--- config.mk ---
export PLATFORM = sky130hd
export DESIGN_NAME = sum_bcd_display_scanner
export DESIGN_NICKNAME = d
export VERILOG_FILES = /design/src/rtl/sum_bcd_display_scanner.sv
export SDC_FILE = /design/constraint.sdc
export NUM_CORES = 1
export LEC_CHECK = 0
export CAP_MARGIN = 20
export CORE_ASPECT_RATIO = 1.5
export CORE_UTILIZATION = 57
export CTS_CLUSTER_DIAMETER = 60
export CTS_CLUSTER_SIZE = 30
export DETAILED_ROUTE_END_ITERATION = 8
export PLACE_DENSITY = 0.79
export SKIP_LAST_GASP = 1
export SYNTH_ARGS = -nofsm -noshare
export SYNTH_HDL_FRONTEND = slang
export SYNTH_SLANG_ARGS = --single-unit
export TNS_END_PERCENT = 20
--- constraint.sdc ---
create_clock -name clk -period 2 [get_ports clk]
set_input_delay 0.2 -clock clk [delete_from_list [all_inputs] [get_ports clk]]
set_output_delay 0.2 -clock clk [all_outputs]
set_load 0.05 [all_outputs]
--- src/rtl/sum_bcd_display_scanner.sv ---
// Binary-to-BCD display stage: sequential double-dabble conversion of an 8-bit value,
// then time-multiplexed drive of a 3-digit common-cathode 7-segment display.
//
// state | meaning
// IDLE  | ready for a new value, display shows last completed conversion
// CONV  | eight add-3/shift steps in progress, bin_valid ignored
module sum_bcd_display_scanner #(
  parameter int SCAN_DIV = 1024,
  parameter bit BLANK_LZ = 1'b1
) (
  input  logic       clk,
  input  logic       rst_n,
  input  logic [7:0] bin_in,
  input  logic       bin_valid,
  output logic       bin_ready,
  output logic       busy,
  output logic [7:0] seg,
  output logic [2:0] dig_en
);

  localparam int PW = (SCAN_DIV > 1) ? $clog2(SCAN_DIV) : 1;
  localparam logic [PW-1:0] PRESC_LAST = PW'(SCAN_DIV - 1);

  typedef enum logic {IDLE, CONV} state_t;

  state_t        state;
  logic [7:0]    bin_sr;
  logic [11:0]   bcd;
  logic [2:0]    iter;
  logic [3:0]    hund, tens, ones;
  logic [PW-1:0] presc;
  logic [1:0]    idx;
  logic [11:0]   bcd_adj;
  logic [19:0]   shifted;
  logic [3:0]    sel;
  logic          blank;

  function automatic logic [3:0] add3(input logic [3:0] n);
    return (n >= 4'd5) ? n + 4'd3 : n;
  endfunction

  assign bcd_adj = {add3(bcd[11:8]), add3(bcd[7:4]), add3(bcd[3:0])};
  assign shifted = {bcd_adj, bin_sr} << 1;
  assign busy    = ~bin_ready;

  always_ff @(posedge clk or negedge rst_n) begin
    if (!rst_n) begin
      state     <= IDLE;
      bin_ready <= 1'b1;
      bin_sr    <= '0;
      bcd       <= '0;
      iter      <= '0;
      hund      <= '0;
      tens      <= '0;
      ones      <= '0;
    end else begin
      case (state)
        IDLE: begin
          if (bin_valid) begin
            bin_sr    <= bin_in;
            bcd       <= '0;
            iter      <= '0;
            bin_ready <= 1'b0;
            state     <= CONV;
          end
        end
        CONV: begin
          bcd    <= shifted[19:8];
          bin_sr <= shifted[7:0];
          iter   <= iter + 3'd1;
          // Digits change only on the final shift, so no partial result is ever shown.
          if (iter == 3'd7) begin
            hund      <= shifted[19:16];
            tens      <= shifted[15:12];
            ones      <= shifted[11:8];
            bin_ready <= 1'b1;
            state     <= IDLE;
          end
        end
        default: begin
          state     <= IDLE;
          bin_ready <= 1'b1;
        end
      endcase
    end
  end

  always_ff @(posedge clk or negedge rst_n) begin
    if (!rst_n) begin
      presc <= '0;
      idx   <= '0;
    end else if (presc == PRESC_LAST) begin
      presc <= '0;
      idx   <= (idx == 2'd2) ? 2'd0 : idx + 2'd1;
    end else begin
      presc <= presc + PW'(1);
    end
  end

  always_comb begin
    sel    = ones;
    blank  = 1'b0;
    dig_en = 3'b001;
    case (idx)
      2'd1: begin
        sel    = tens;
        blank  = BLANK_LZ && (hund == 4'd0) && (tens == 4'd0);
        dig_en = 3'b010;
      end
      2'd2: begin
        sel    = hund;
        blank  = BLANK_LZ && (hund == 4'd0);
        dig_en = 3'b100;
      end
      default: begin
        sel    = ones;
        blank  = 1'b0;
        dig_en = 3'b001;
      end
    endcase
  end

  always_comb begin
    seg = 8'h00;
    case (sel)
      4'd0: seg = 8'h3f;
      4'd1: seg = 8'h06;
      4'd2: seg = 8'h5b;
      4'd3: seg = 8'h4f;
      4'd4: seg = 8'h66;
      4'd5: seg = 8'h6d;
      4'd6: seg = 8'h7d;
      4'd7: seg = 8'h07;
      4'd8: seg = 8'h7f;
      4'd9: seg = 8'h6f;
      default: seg = 8'h00;
    endcase
    if (blank) seg = 8'h00;
  end

endmodule

==> flow_metrics.env <==
export IMPL_outcome="complete, but fails checks"
export IMPL_violations="DRC, setup timing"
export IMPL_syn_area_mm2=0.00263
export IMPL_drv_cap=0
export IMPL_drt_wl_total_um=6140
export IMPL_fmax_mhz=392
export IMPL_powerDensity_mw_per_mm2=1570
export IMPL_synthesis_nets=278
export IMPL_worst_pin_slew_ns=0.533
export IMPL_vias_per_cell=5.88
export IMPL_p_leak_nw=1.60
export IMPL_cp_start_kind="flip-flop"
export IMPL_cts_max_path_buffers=2
export IMPL_hold_class="in2async"
export IMPL_worst_path_max_fanout=8
export IMPL_setup_viol=7
export IMPL_dp_hpwl_um=3690
export IMPL_grt_overflow_total=0
export IMPL_synth_edf_count=0
export IMPL_root_buffer="clkbuf_8"
export IMPL_synthDistinctLibCells=41
export IMPL_fin_nets=329
export IMPL_antenna_found_initial=0
export IMPL_finalSetupTns_ns=-3.56
export IMPL_fp_dieArea_mm2=0.00489
export IMPL_pin_count=24
export IMPL_period_share_pct=127
export IMPL_synth_ff_type="dfrtp_1"
export IMPL_die_y_um=85.2
export IMPL_crit_path_end_kind="output port"
export IMPL_cts_tree="yes"
export IMPL_core_mm2=0.00432
export IMPL_regToRegSetupSlack_ns=0.22
export IMPL_drv_slew=0
export IMPL_slew_headroom_pct=64.4
export IMPL_yosysSeqAreaShare_pct=46.7
export IMPL_worst_setup_hold_path_clk_slew_ns=0.10
export IMPL_async_flop_share_pct=100
export IMPL_antennaDiodeCount=0
export IMPL_crit_required_ns=1.80
export IMPL_syn2layout_area_growth_pct=34.9
export IMPL_grt_start_max_net_pins=41
export IMPL_first_pass_iters=8
export IMPL_ys_warn_count=0
export IMPL_syn_inst=251
export IMPL_layout_setup_ws_ns=-0.549
export IMPL_syn_area_per_cell_um2=10.5
export IMPL_ant_nets=0
export IMPL_criticalPathCategory="reg2out"
export IMPL_insertion_delay_ns=0.32
export IMPL_grt_usage_pct=26.7
export IMPL_drt_iter0_markers=85
export IMPL_drive_gt1_share_pct=32.3
export IMPL_htreeDepth=2
export IMPL_crit_arrival_ns=2.35
export IMPL_rsz0062_at_grt="yes"
export IMPL_hold_viol=0
export IMPL_start_util_pct=60.9
export IMPL_ys_seq_elements=49
export IMPL_drc=1
export IMPL_clkSinkCount=49
export IMPL_grt_pass1_wl_um=9890
export IMPL_num_vias=2051
export IMPL_gp_congestion=0.865
export IMPL_fin_crit_ns=2.55
export IMPL_numPortBuffers=22
export IMPL_wire_per_inst_um=17.6
export IMPL_die_w_um=57.4
export IMPL_fin_worst_hold_slack_ns=0.381
export IMPL_cts_made_buffers=5
export IMPL_clock_skew_ns=0.0113
export IMPL_rows=29
export IMPL_grt_pass1_vias=2145
export IMPL_max_vdd_ir_drop_uv=1280
## synth_stat cells, drive strengths merged (2+ instances only)
master  instances  share of area (%)
dfrtp          48                 46
mux2i          20                7.8
nand2          20                2.9
o21ai          18                3.4
ha             16                7.6
a21oi          15                3.1
nor2           14                2.1
inv            12                1.7
mux2            9                3.9
nand2b          9                2.1
a21o            8                2.3
nor3b           8                2.3
xnor2           8                2.7
clkbuf          6               0.86
nor3            6                1.1
buf             5                1.3
a22oi           4                1.1
nor4            4                1.2
a22o            3                1.0
nand3           3               0.57
a211oi          2               0.57
xor2            2               0.67
## worst paths after layout
kind	from	to	cells after the start
setup / recovery	idx[0]	seg[5]	8
hold / removal	rst_n	bcd[7]	2
setup reg to reg	presc[0]	idx[0]	5
hold reg to reg	presc[9]	presc[9]	1
max in group asynchronous	rst_n	bcd[3]	3
min in group clk	presc[9]	presc[9]	1
## critical path, cell delays in order, from the launching register on
cell and delay [ns]:
dfrtp_2 0.44, inv_4 0.07, ha_4 0.34, buf_6 0.13, mux2i_4 0.30, o21ai_1 0.16, buf_4 0.18, a211oi_4 0.22
buf_6 0.19
## cells by family after synthesis
kind of cell	Yosys count	share of synthesized area, %
simple gates	68	13.3
compound gates	55	13.3
flops	49	46.7
mux	29	11.6
buf+inv	23	3.90
fa+ha+maj	16	7.62
xor+xnor	10	3.33
other cells	1	0.143
## per-stage QoR
step | worst slack [ns] | total power, mW | instance area, um^2 | utilization (%) | std cells
after floorplan | -0.290 | 3.51 | 2730 | - | 251
after detailed placement | -0.190 | 4.43 | 3150 | 72.9 | 330
after global placement | -0.128 | 4.34 | 3150 | 72.9 | 330
final | -0.549 | 5.57 | 3540 | 82.1 | 349
after global routing | -0.602 | 5.90 | 3540 | 82.1 | 349
after CTS | -0.395 | 5.44 | 3450 | 79.8 | 344
## layer usage
metal	global-route usage (%)	vias up	wire length (um)
met1	29.1	998	2290
met3	4.42	21	182
met5	0	-	0
li1	-	979	-
met2	47.7	53	3450
met4	15.3	0	218
## final cells by class
cell class / instances / area (um^2)
tap: 46 / 57.6
clock buffer: 5 / 68.8
multi-input combinational: 179 / 1530
fill: 247 / 773
inverter: 12 / 47.5
timing repair buffer: 55 / 542
clock inverter: 3 / 68.8
sequential: 49 / 1230
## power breakdown
group / internal (mW) / switching [mW]
combinational: 1.44 / 1.64
sequential: 1.34 / 0.299
clock: 0.503 / 0.353
## sequential cells by signal (all words and copies together) (netlist names)
register and count:
bin_sr 8, hund 4, presc 10, tens 4
bcd 12, idx 2, state 1, bin_ready 1
iter 3, ones 4
## placed cells by master, fill, tap and decap left out, types with 6 or more instances in the layout
cell type	count
ha_1	10
dfrtp_1	47
o21ai_0	16
nor2_1	10
buf_4	28
mux2i_1	18
xnor2_1	8
a21oi_1	9
clkdlybuf4s50_1	11
nand2b_1	9
inv_1	9
buf_6	9
nand2_1	20
nor3b_1	8
mux2_2	9
a21o_1	6
## timing repair
action	4_1_cts	5_1_grt
hold buffers	1	0
setup buffers	6	5
pin swaps	10	5
resized for setup	23	14
endpoints found under the hold margin	19	0
endpoints found under the setup margin	7	7
Power figures use the tool's default switching activity.
